### src/rtl/mem_arb_pkg.sv
// Shared types and constants for the single-port RAM arbiter.
// Requester indices match the bit positions of req/gnt/bus_ready.
package mem_arb_pkg;

    typedef enum logic [1:0] {
        IDLE,
        ACCESS,
        WAIT,
        DONE
    } arb_state_t;

    localparam int REQ_CPU   = 0;
    localparam int REQ_STACK = 1;
    localparam int REQ_IO    = 2;

    localparam int RAM_LAT_DEF = 2;

endpackage

### src/rtl/mem_bus_arbiter_rr_pick.sv
// Combinational round-robin picker: first unmasked request after last.
// Output is one-hot; valid is low when nothing is eligible.
module rr_pick #(
    parameter int NUM_REQ = 3,
    parameter int IDX_W   = 2
) (
    input  logic [NUM_REQ-1:0] req,
    input  logic [NUM_REQ-1:0] mask,
    input  logic [IDX_W-1:0]   last,
    output logic [NUM_REQ-1:0] pick,
    output logic               valid
);

    logic [NUM_REQ-1:0] cand;
    logic [IDX_W-1:0]   k;

    assign cand = req & ~mask;

    always_comb begin
        pick  = '0;
        valid = 1'b0;
        k     = '0;
        for (int i = 1; i <= NUM_REQ; i++) begin
            k = IDX_W'((int'(last) + i) % NUM_REQ);
            if (!valid && cand[k]) begin
                pick[k] = 1'b1;
                valid   = 1'b1;
            end
        end
    end

endmodule

### src/rtl/mem_bus_arbiter.sv
// Round-robin arbiter sharing one RAM port, one transaction at a time.
// Build with MEM_ARB_LOCK_EN to add the lock input for atomic sequences.
module mem_bus_arbiter
    import mem_arb_pkg::*;
#(
    parameter int NUM_REQ = 3,
    parameter int ADDR_W  = 8,
    parameter int DATA_W  = 8,
    parameter int RAM_LAT = RAM_LAT_DEF
) (
    input  logic                      clk,
    input  logic                      reset_cycle,
    input  logic [NUM_REQ-1:0]        req,
    input  logic [NUM_REQ-1:0]        we,
`ifdef MEM_ARB_LOCK_EN
    input  logic [NUM_REQ-1:0]        lock,
`endif
    input  logic [NUM_REQ*ADDR_W-1:0] addr,
    input  logic [NUM_REQ*DATA_W-1:0] wdata,
    output logic [NUM_REQ-1:0]        gnt,
    output logic [NUM_REQ-1:0]        bus_ready,
    output logic [DATA_W-1:0]         rdata,
    output logic                      mem_en,
    output logic                      mem_we,
    output logic [ADDR_W-1:0]         mem_addr,
    output logic [DATA_W-1:0]         mem_wdata,
    input  logic [DATA_W-1:0]         mem_rdata,
    output logic                      busy
);

    localparam int IDX_W = (NUM_REQ > 1) ? $clog2(NUM_REQ) : 1;

    arb_state_t         state;
    logic [IDX_W-1:0]   win;
    logic [IDX_W-1:0]   last;
    logic [IDX_W-1:0]   pick_idx;
    logic [IDX_W-1:0]   sel_idx;
    logic [NUM_REQ-1:0] win_oh;
    logic [NUM_REQ-1:0] mask;
    logic [NUM_REQ-1:0] pick;
    logic               pick_valid;
    logic               relock;
    logic               relock_now;
    logic               go;
    logic               we_q;
    logic [3:0]         cnt;

    assign win_oh = NUM_REQ'(1) << win;

    // The finishing requester still holds req while it sees bus_ready.
    assign mask = (state == DONE) ? win_oh : '0;

    rr_pick #(
        .NUM_REQ (NUM_REQ),
        .IDX_W   (IDX_W)
    ) u_pick (
        .req   (req),
        .mask  (mask),
        .last  (last),
        .pick  (pick),
        .valid (pick_valid)
    );

    always_comb begin
        pick_idx = '0;
        for (int i = 0; i < NUM_REQ; i++) begin
            if (pick[i]) pick_idx = IDX_W'(i);
        end
    end

`ifdef MEM_ARB_LOCK_EN
    assign relock_now = (state == DONE) && lock[win] && req[win];
`else
    assign relock_now = 1'b0;
`endif

    assign sel_idx = relock_now ? win : pick_idx;
    assign go      = relock_now || pick_valid;

    assign busy      = (state != IDLE);
    assign mem_en    = (state == ACCESS);
    assign mem_we    = mem_en && we_q;
    assign gnt       = busy ? win_oh : '0;
    assign bus_ready = (state == DONE) ? win_oh : '0;

    always_ff @(posedge clk) begin
        if (reset_cycle) begin
            state     <= IDLE;
            win       <= '0;
            last      <= IDX_W'(NUM_REQ - 1);
            relock    <= 1'b0;
            we_q      <= 1'b0;
            cnt       <= '0;
            mem_addr  <= '0;
            mem_wdata <= '0;
            rdata     <= '0;
        end else begin
            unique case (state)
                IDLE, DONE: begin
                    relock <= relock_now;
                    if (go) begin
                        win       <= sel_idx;
                        we_q      <= we[sel_idx];
                        mem_addr  <= addr[sel_idx*ADDR_W +: ADDR_W];
                        mem_wdata <= wdata[sel_idx*DATA_W +: DATA_W];
                        state     <= ACCESS;
                    end else begin
                        state <= IDLE;
                    end
                end
                ACCESS: begin
                    // A locked re-grant keeps the rotation where it was.
                    if (!relock) last <= win;
                    cnt   <= 4'(RAM_LAT - 1);
                    state <= WAIT;
                end
                WAIT: begin
                    if (cnt == 4'd0) begin
                        if (!we_q) rdata <= mem_rdata;
                        state <= DONE;
                    end else begin
                        cnt <= cnt - 4'd1;
                    end
                end
                default: state <= IDLE;
            endcase
        end
    end

endmodule
### config.mk
export PLATFORM = sky130hd
export DESIGN_NAME = mem_bus_arbiter
export DESIGN_NICKNAME = d
export VERILOG_FILES = /design/src/rtl/mem_arb_pkg.sv /design/src/rtl/mem_bus_arbiter_rr_pick.sv /design/src/rtl/mem_bus_arbiter.sv
export SDC_FILE = /design/constraint.sdc
export NUM_CORES = 1
export LEC_CHECK = 0
export ABC_AREA = 1
export CELL_PAD_IN_SITES_DETAIL_PLACEMENT = 0
export CELL_PAD_IN_SITES_GLOBAL_PLACEMENT = 1
export CORE_ASPECT_RATIO = 0.9
export CORE_MARGIN = 2
export CORE_UTILIZATION = 28
export DETAILED_ROUTE_END_ITERATION = 8
export GPL_TIMING_DRIVEN = 0
export PLACE_DENSITY_LB_ADDON = 0.1
export SLEW_MARGIN = 0
export SYNTH_ARGS = -nofsm -noshare
export SYNTH_HDL_FRONTEND = slang
export SYNTH_HIERARCHICAL = 1
export SYNTH_SLANG_ARGS = --single-unit
### constraint.sdc
create_clock -name clk -period 2.85 [get_ports clk]
set_clock_uncertainty 0.05 [all_clocks]
set_input_delay 0.57 -clock clk [delete_from_list [all_inputs] [get_ports clk]]
set_output_delay 0.57 -clock clk [all_outputs]
set_load 0.01 [all_outputs]
==> key figures, run 1 <==
Placement
  • Buffers on Ports: 96
  • GPL Wtd Cong: 0.774
  • HPWL Detailed: approximately 4600 microns

Critical path
  • WP buf/inv: 5
  • CP delay by family, top: simple AND/OR/NAND/NOR gates
  • Worst EP required: between 2 and 3 ns
  • Slowest CP cell: dfxtp_1
  • Crit. End Element: flop
  • Cells along the critical path: ha_1 -> inv_1 -> nor3_1 -> inv_1 -> nand2_1 -> o21ai_1 -> nand2_2 -> inv_2 -> nor2_2 -> nand3_1 -> nand2_1 -> buf_2 -> buf_2 -> nand3_1 -> o211ai_1 -> a21oi_1
  • R2r worst-path depth: 16
  • Largest stage delay on the critical path: ~0.38 ns
  • CP Class: reg -> reg
  • Reg2reg setup slack: between 0.4 and 0.5 ns
  • Worst reg2reg path endpoint: mem_addr[5]
  • CP arrival: 2.57 ns
  • FF-to-FF Start: state[0]
  • CP max FO: 10
  • CP startpoint kind: flop

Power and ir drop
  • Power per Cell Area: 1080 nW/um^2
  • VDD IR max: approximately 0.00045 V
  • Static leakage: about 1.4 nW

Routing
  • Remaining DRCs: 0
  • DRT iter0 DRCs: between 60 and 70
  • Vias per inst: 4.59
  • Drt first pass iters: 4
  • Vias: roughly 2,200
  • Post-Route WL: 6110 microns
  • Final ANT Viol Nets: 0
  • Post-DR wirelength/cell: 13.1 microns

Clock tree
  • Postcts setup bufs: 0
  • CTS root buf: clkbuf_8
  • Clock tree sinks: 35
  • Cts repair resizes: 0
  • H-tree level count: 2
  • Worst-skew pair later-pin latency: around 0.28 ns
  • CTS Buffer Depth: 2
  • Clock Pin Slew Worst Setup and Hold Paths: roughly 0.07 ns
  • CTS buffer count: 5
  • CTS tree: done
  • CTS Hold Buffers Added: 0

Global routing
  • Number of global-route vias before repair: 2,173
  • GR Overflow Total: 0
  • Largest net degree at the start of global routing: 11
  • Total track usage: 16.2%
  • Initial antenna violation count: 0
  • First-pass GRT wire length: 10,400 microns

Timing
  • Worst hold slack: ~0.41 ns
  • Worst slew margin: approximately 66%
  • Final Slew Violations: 0
  • Setup TNS: 0 ns
  • RSZ-0062 raised after global routing: no
  • Endpoints failing setup: 0
  • Hold Violations, Final: 0
  • Fmax achieved: 0.409 GHz
  • Crit share post-route: 85.8%
  • Worst-Margin Slew: 0.514 ns
  • Tmin final: 2.45 ns

Finish
  • FF/Latch Area: about 700 sq um
  • Nets: about 450
  • Ant diodes: 0
  • Synth-to-Final Area Change: 57.5%
  • Share of layout cells above drive strength 1: under 10%
  • Area of the multi-input gates: 1100 sq um
  • Fill cell count: approximately 760

Logic synthesis
  • Cells after Synth: approximately 270
  • Avg Cell Area, Syn: 7.56 sq um
  • Synthesized area: a little over 2000 sq um
  • Syn_nets: 344
  • Yosys warnings: 6

Die
  • Die area: 8020 sq um
  • Row cnt: 29
  • I/O Pins: 97
  • Die width: 94.2 microns
  • Die H: roughly 85 microns
  • Core area: between 7000 and 8000 sq um
  • Starting Density: 28.9%

Hold path
  • Hold Crit Depth: 2
  • Hold EP: cnt[1]
  • Hold path startpoint: cnt[1]
  • Hold Crit Class: reg -> reg

Status
  • Status: complete, no violations

Flow run
  • Max cap viols: 0
-- power by group --
| group | total (mW) | switching (mW) | internal, mW |
|---|---|---|---|
| sequential | 0.789 | 0.112 | 0.677 |
| combinational | 2.30 | 1.30 | 1.00 |
| clock | 0.400 | 0.179 | 0.221 |
| total | 3.49 | 1.59 | 1.90 |
-- metrics by stage --
| stage | power (mW) | worst slack (ns) | cell area, sq um | instances | utilization, % |
|---|---|---|---|---|---|
| final | 3.49 | 0.404 | 3230 | 468 | 45.6 |
| after global routing | 3.83 | 0.126 | 3230 | 468 | 45.6 |
| after CTS | 3.55 | 0.363 | 3230 | 468 | 45.6 |
| after detailed placement | 3.13 | 0.169 | 3130 | 460 | 44.2 |
| after global placement | 3.12 | 0.217 | 3130 | 460 | 44.2 |
| after floorplan | 2.31 | 0.597 | 2050 | 271 | - |
-- cell type report --
class	instances	area share [%]
Buffer	13	2.33
Clock buffer	8	3.10
Inverter	45	5.24
Multi-Input combinational cell	178	34.2
Sequential cell	35	21.7
Tap cell	93	3.61
Timing Repair Buffer	96	29.8
-- worst reg2reg max path, cell delays in order, from the launching register on --
cell	delay, ns
dfxtp_1	0.38
ha_1	0.16
inv_1	0.06
nor3_1	0.22
inv_1	0.10
nand2_1	0.12
o21ai_1	0.10
nand2_2	0.10
inv_2	0.04
nor2_2	0.11
nand3_1	0.07
nand2_1	0.06
buf_2	0.22
buf_2	0.27
nand3_1	0.11
o211ai_1	0.10
a21oi_1	0.05
-- routing by layer --
layer | vias up | wire length, microns | part of all wire (%) | global-route usage (%)
met5 | - | 0 | 0 | 0
met4 | 0 | 50 | 0.82 | 3.95
met3 | 6 | 456 | 7.5 | 5.33
met2 | 62 | 2660 | 43 | 25.0
met1 | 957 | 2950 | 48 | 21.9
li1 | 1125 | - | - | -
-- sequential cells by signal, indices dropped and copies added, names as in the netlist --
signal     count
mem_wdata      8
state          2
we_q           1
mem_addr       8
last           2
cnt            4
win            2
rdata          8
-- how the worst max path moves through the flow --
stage                   end  slack [ns]      from  cells past startpoint
2_1_floorplan   mem_addr[5]        0.60  state[0]                     16
3_3_place_gp   mem_wdata[6]        0.22    req[2]                     11
3_5_place_dp   mem_wdata[6]        0.17    req[2]                     11
4_1_cts         mem_addr[0]        0.36  state[0]                     16
5_1_grt         mem_addr[1]        0.13  state[0]                     16
6_report        mem_addr[5]        0.40  state[0]                     16
-- cell usage in the layout (no fill, tap or decap) --
cell and count:
clkbuf_1 4, ha_1 9, dfxtp_1 35, xor2_1 1, nand2_2 4, buf_6 1, a21oi_2 1, a22oi_1 1
o21ai_0 3, mux2i_1 17, nand3_2 2, nor3_1 14, nand4_1 3, or2_1 1, a21oi_1 24, o21ai_2 1
a211oi_1 1, o211ai_1 18, nor2_1 14, a31oi_1 1, o21ai_1 10, nor2_4 3, nor2_2 2, nand3_1 27
clkbuf_8 7, buf_2 6, buf_4 3, nand2_1 21, inv_1 39, clkdlybuf4s50_1 96, inv_2 6
(Power assumes the default switching activity.)
==> run 2, diff against run 1 <==
GPL_TIMING_DRIVEN = default   (was 0)
==> key figures, run 2 (synthesized netlist as in run 1, its figures left out) <==
Routing
  • Post-DR wirelength/cell: 12.7 microns (-2.7%)
  • WL met2: 2620 microns (-1.4%)
  • Met3 WL: 380 microns (-17%)
  • Drt first pass iters: 4 (unchanged)
  • DRT iter0 DRCs: 65 (+1.6%)
  • Wire length on met1: 2840 microns (-3.8%)
  • Remaining DRCs: 0 (unchanged)
  • Vias: 2,088 (-2.9%)
  • Post-Route WL: 5870 microns (-4.0%)
  • Vias per inst: 4.52 (-1.6%)
  • Final ANT Viol Nets: 0 (unchanged)
  • Top sig layer: met4

Power and ir drop
  • Power per Cell Area: 1100 nW/um^2 (+1.4%)
  • Static leakage: 1.35 nW (-0.46%)
  • VDD IR max: 0.000490 V (+7.8%)
  • Total Power: 3.54 mW (+1.5%)

Timing
  • Setup TNS: 0 ns (unchanged)
  • Setup slack after layout: 0.440 ns (+0.0364 ns)
  • Endpoints failing setup: 0 (unchanged)
  • RSZ-0062 raised after global routing: no
  • Tmin final: 2.41 ns (-0.0364 ns)
  • Worst-Margin Slew: 0.527 ns (+0.0130 ns)
  • Hold Violations, Final: 0 (unchanged)
  • Final Slew Violations: 0 (unchanged)
  • Worst slew margin: 64.8% (-0.92 points)
  • Fmax achieved: 0.415 GHz (+1.5%)
  • Crit share post-route: 84.6% (-1.3 points)

Clock tree
  • CTS Hold Buffers Added: 0 (unchanged)
  • CTS tree: done
  • Clock tree sinks: 35 (unchanged)
  • Postcts setup bufs: 0 (unchanged)
  • Worst-skew pair later-pin latency: 0.28 ns (about the same)
  • CTS Buffer Depth: 2 (unchanged)
  • CTS root buf: clkbuf_8
  • H-tree level count: 2 (unchanged)
  • CTS buffer count: 5 (unchanged)
  • Cts repair resizes: 0 (unchanged)
  • Clock Pin Slew Worst Setup and Hold Paths: 0.07 ns (about the same)

Finish
  • Finished Layout Cells: 462 (-1.3%)
  • Leading cell type in the layout, fill and taps excluded: clkdlybuf4s50_1
  • Final Util: 45.6% (about the same)
  • Ant diodes: 0 (unchanged)
  • Nets: 441 (-1.3%)
  • Most frequent cells in the layout: 96 x clkdlybuf4s50_1, 39 x inv_1, 35 x dfxtp_1
  • Synth-to-Final Area Change: 57.6% (about the same)
  • Top Registers: mem_addr: 8 flops, mem_wdata: 8 flops, rdata: 8 flops
  • Share of layout cells above drive strength 1: 8.94% (-0.66 points)

Hold path
  • Hold Crit Class: reg -> reg

Critical path
  • CP Class: reg -> out
  • CP startpoint kind: flop
  • CP arrival: 1.79 ns (-0.78 ns)
  • Crit. End Element: output pin
  • Worst EP required: 2.23 ns (-0.74 ns)
  • CP max FO: 4 (-6)

Placement
  • Inst Count DP: 454 (-1.3%)
  • GPL Wtd Cong: 0.756 (-2.4%)
  • Setup Slack @ Placement: 0.410 ns (+0.242 ns)
  • HPWL Detailed: 4390 microns (-5.5%)
  • Buffers on Ports: 96 (unchanged)

Die
  • Die width: 94.2 microns (unchanged)
  • I/O Pins: 97 (unchanged)
  • Die area: 8020 sq um (unchanged)
  • Row cnt: 29 (unchanged)
  • Die H: 85.1 microns (unchanged)
  • Starting Density: 28.9% (unchanged)
  • Core area: 7080 sq um (unchanged)

Status
  • Status: complete, no violations

Global routing
  • Total track usage: 15.3% (-0.86 points)
  • Initial antenna violation count: 0 (unchanged)
  • GR Overflow Total: 0 (unchanged)
  • Number of global-route vias before repair: 2,069 (-4.8%)
  • First-pass GRT wire length: 9760 microns (-5.7%)
  • Largest net degree at the start of global routing: 35 (+24)

Flow run
  • Max cap viols: 0 (unchanged)
==> run 2: cell type report <==
class                           count  area [sq um]
Fill cell                         724          3850
Multi-Input combinational cell    178          1100
Timing Repair Buffer              103          1040
Sequential cell                    35           701
Inverter                           45           169
Tap cell                           93           116
Clock buffer                        8           100
==> run 2: stage by stage <==
step,hold slack (ns),instance area (sq um)
global placement,0.399,3130
global route,0.431,3230
floorplan,0.383,2050
CTS,0.414,3230
finish,0.412,3230
detailed placement,0.403,3130
==> run 2: power breakdown <==
part           total (mW)  switching, mW  internal, mW
Sequential          0.790          0.113         0.678
Combinational        2.36           1.27          1.08
Clock               0.392          0.171         0.221
==> run 2: worst max-delay path: stages, from the launching register on <==
cell and delay [ns]:
dfxtp_1 0.38, inv_1 0.08, ha_1 0.25, nor3_1 0.23, clkdlybuf4s50_1 0.57
==> run 2: metal layers <==
layer	GRT usage [%]	vias to the layer above
met5	0	-
met4	3.56	0
met3	5.86	2
met2	24.0	52
met1	20.0	920
li1	-	1114
==> run 2: path summary, 6_finish.rpt <==
| path | from | depth (start not counted) | end | slack, ns |
|---|---|---|---|---|
| worst max register to register | state[0] | 15 | mem_wdata[4] | 0.58 |
| worst max-delay path | state[0] | 4 | gnt[2] | 0.44 |
| worst min-delay path | cnt[1] | 2 | cnt[1] | 0.41 |
| worst min register to register | cnt[1] | 2 | cnt[1] | 0.41 |
==> run 3, diff against run 2 <==
clock period = 2.5 ns   (was 2.85 ns; I/O delays follow)
==> key figures, run 3 (synthesized netlist as in run 1, its figures left out) <==
Die
  • I/O Pins: 97 (unchanged)
  • Die area: 8020 sq um (unchanged)
  • Starting Density: 28.9% (unchanged)
  • Core area: 7080 sq um (unchanged)
  • Die width: 94.2 microns (unchanged)
  • Die H: 85.1 microns (unchanged)
  • Row cnt: 29 (unchanged)

Global routing
  • GR Overflow Total: 0 (unchanged)
  • Total track usage: 15.2% (-0.14 points)
  • First-pass GRT wire length: 9840 microns (+0.85%)
  • Largest net degree at the start of global routing: 36 (+2.9%)
  • Number of global-route vias before repair: 2,127 (+2.8%)
  • Initial antenna violation count: 0 (unchanged)

Clock tree
  • Clock tree sinks: 35 (unchanged)
  • Clock Pin Slew Worst Setup and Hold Paths: 0.07 ns (about the same)
  • Worst-skew pair later-pin latency: 0.28 ns (about the same)
  • CTS Hold Buffers Added: 0 (unchanged)
  • H-tree level count: 2 (unchanged)
  • CTS Buffer Depth: 2 (unchanged)
  • CTS buffer count: 5 (unchanged)
  • CTS root buf: clkbuf_8
  • CTS tree: done
  • Postcts setup bufs: 0 (unchanged)

Finish
  • Share of layout cells above drive strength 1: 8.72% (-0.22 points)
  • Most frequent cells in the layout: 96 x clkdlybuf4s50_1, 39 x inv_1, 35 x dfxtp_1
  • Synth-to-Final Area Change: 57.2%
  • Nets: 439 (-0.45%)
  • Top Registers: mem_addr: 8 flops, mem_wdata: 8 flops, rdata: 8 flops
  • Ant diodes: 0 (unchanged)
  • Fill cell count: 726 (+0.28%)
  • Fin area: 3220 sq um (-0.23%)
  • Leading cell type in the layout, fill and taps excluded: clkdlybuf4s50_1

Power and ir drop
  • Switching share of power: 44.6% (+0.60 points)
  • Clock power frac: 9.9% (-1.2 points)
  • Comb pwr share: 67.6% (+1.0 points)
  • Switch Pwr: 1.79 mW (+15%)
  • VDD IR max: 0.000486 V (-0.71%)
  • P_int: 2.23 mW (+12%)
  • Static leakage: 1.34 nW (-0.95%)
  • Seq pwr share: 22.5% (+0.2 points)
  • Total Power: 4.01 mW (+13%)
  • Power per Cell Area: 1250 nW/um^2 (+14%)

Critical path
  • CP arrival: 1.77 ns (-0.02 ns)
  • R2r worst-path depth: 16 (+1)
  • Crit. End Element: output pin
  • Worst EP required: 1.95 ns (-0.28 ns)
  • CP Class: reg -> out
  • CP max FO: 4 (unchanged)
  • CP startpoint kind: flop

Hold path
  • Hold Crit Depth: 2 (unchanged)
  • Hold Crit Class: reg -> reg

Placement
  • HPWL Detailed: 4230 microns (-3.5%)
  • Buffers on Ports: 96 (unchanged)
  • Placed standard-cell area: 3130 sq um (about the same)
  • GPL Wtd Cong: 0.832 (+10%)

Timing
  • Final Slew Violations: 0 (unchanged)
  • Endpoints failing setup: 0 (unchanged)
  • Hold Violations, Final: 0 (unchanged)
  • Worst slew margin: 64.4% (-0.40 points)
  • RSZ-0062 raised after global routing: no
  • Setup TNS: 0 ns (unchanged)
  • Crit share post-route: 92.6%
  • Worst-Margin Slew: 0.533 ns (+0.00597 ns)
  • Tmin final: around 2.3 ns
  • Fmax achieved: ~0.43 GHz
  • Worst hold slack: 0.413 ns (+0.000705 ns)

Status
  • Status: complete, no violations

Flow run
  • Max cap viols: 0 (unchanged)

Routing
  • Vias per inst: 4.55 (+0.58%)
  • Remaining DRCs: 0 (unchanged)
  • Post-Route WL: 5790 microns (-1.3%)
  • Final ANT Viol Nets: 0 (unchanged)
  • DRT iter0 DRCs: 30 (-54%)
  • Post-DR wirelength/cell: 12.6 microns (-0.87%)
  • Drt first pass iters: 4 (unchanged)
  • Vias: 2,091 (+0.14%)
## run 3: cell count changes in the layout (fill, tap and decap cells not counted), sizes merged
| cell | change |
|---|---|
| buf | -2 |
| clkbuf | -1 |
| clkinv | +1 |
## run 3: power by group through the flow
stage	registers (mW)	logic (mW)	clock network (mW)
6_report	0.902	2.71	0.399
3_3_place_gp	0.911	2.72	0
4_1_cts	0.902	2.74	0.414
2_1_floorplan	0.960	1.67	0
3_5_place_dp	0.906	2.73	0
5_1_grt	0.933	2.98	0.431
## run 3: final timing paths
kind	startpoint	endpoint	slack [ns]
max reg2reg	state[0]	mem_wdata[7]	0.31
min reg2reg	cnt[1]	cnt[1]	0.41
max	state[0]	gnt[2]	0.18
min	cnt[1]	cnt[1]	0.41
## run 3: critical path, cell delays in order (launching register included)
cell	delay, ns
dfxtp_1	0.39
inv_1	0.08
ha_1	0.25
nor3_1	0.20
clkdlybuf4s50_1	0.56
## run 3: layout make-up
cell class / instances / area, sq um / area share (%)
clock buffers: 7 / 76.3 / 2.37
clock inverters: 1 / 5.00 / 0.155
inverters: 45 / 169 / 5.24
multi-input cells: 178 / 1110 / 34.6
flip-flops and latches: 35 / 701 / 21.8
well taps: 93 / 116 / 3.61
repair buffers: 101 / 1040 / 32.3
## run 3: per-stage QoR
stage               util (%)  worst slack (ns)  cells
global route            45.5            0.0142    460
floorplan                  -             0.247    271
detailed placement      44.2             0.171    452
finish                  45.5             0.185    460
CTS                     45.3             0.167    460
global placement        44.2             0.193    452
## run 3: repair_timing
item,CTS,global route
endpoints found under the setup margin,0,17
hold endpoints to repair,0,0
resized for setup,0,3
## run 3: layer usage
| layer | global-route usage, % | up-vias | wire length [microns] |
|---|---|---|---|
| met2 | 24.5 | 55 | 2580 |
| li1 | - | 1098 | - |
| met3 | 5.33 | 4 | 426 |
| met5 | 0 | - | 0 |
| met1 | 19.5 | 934 | 2740 |
| met4 | 3.56 | 0 | 40 |
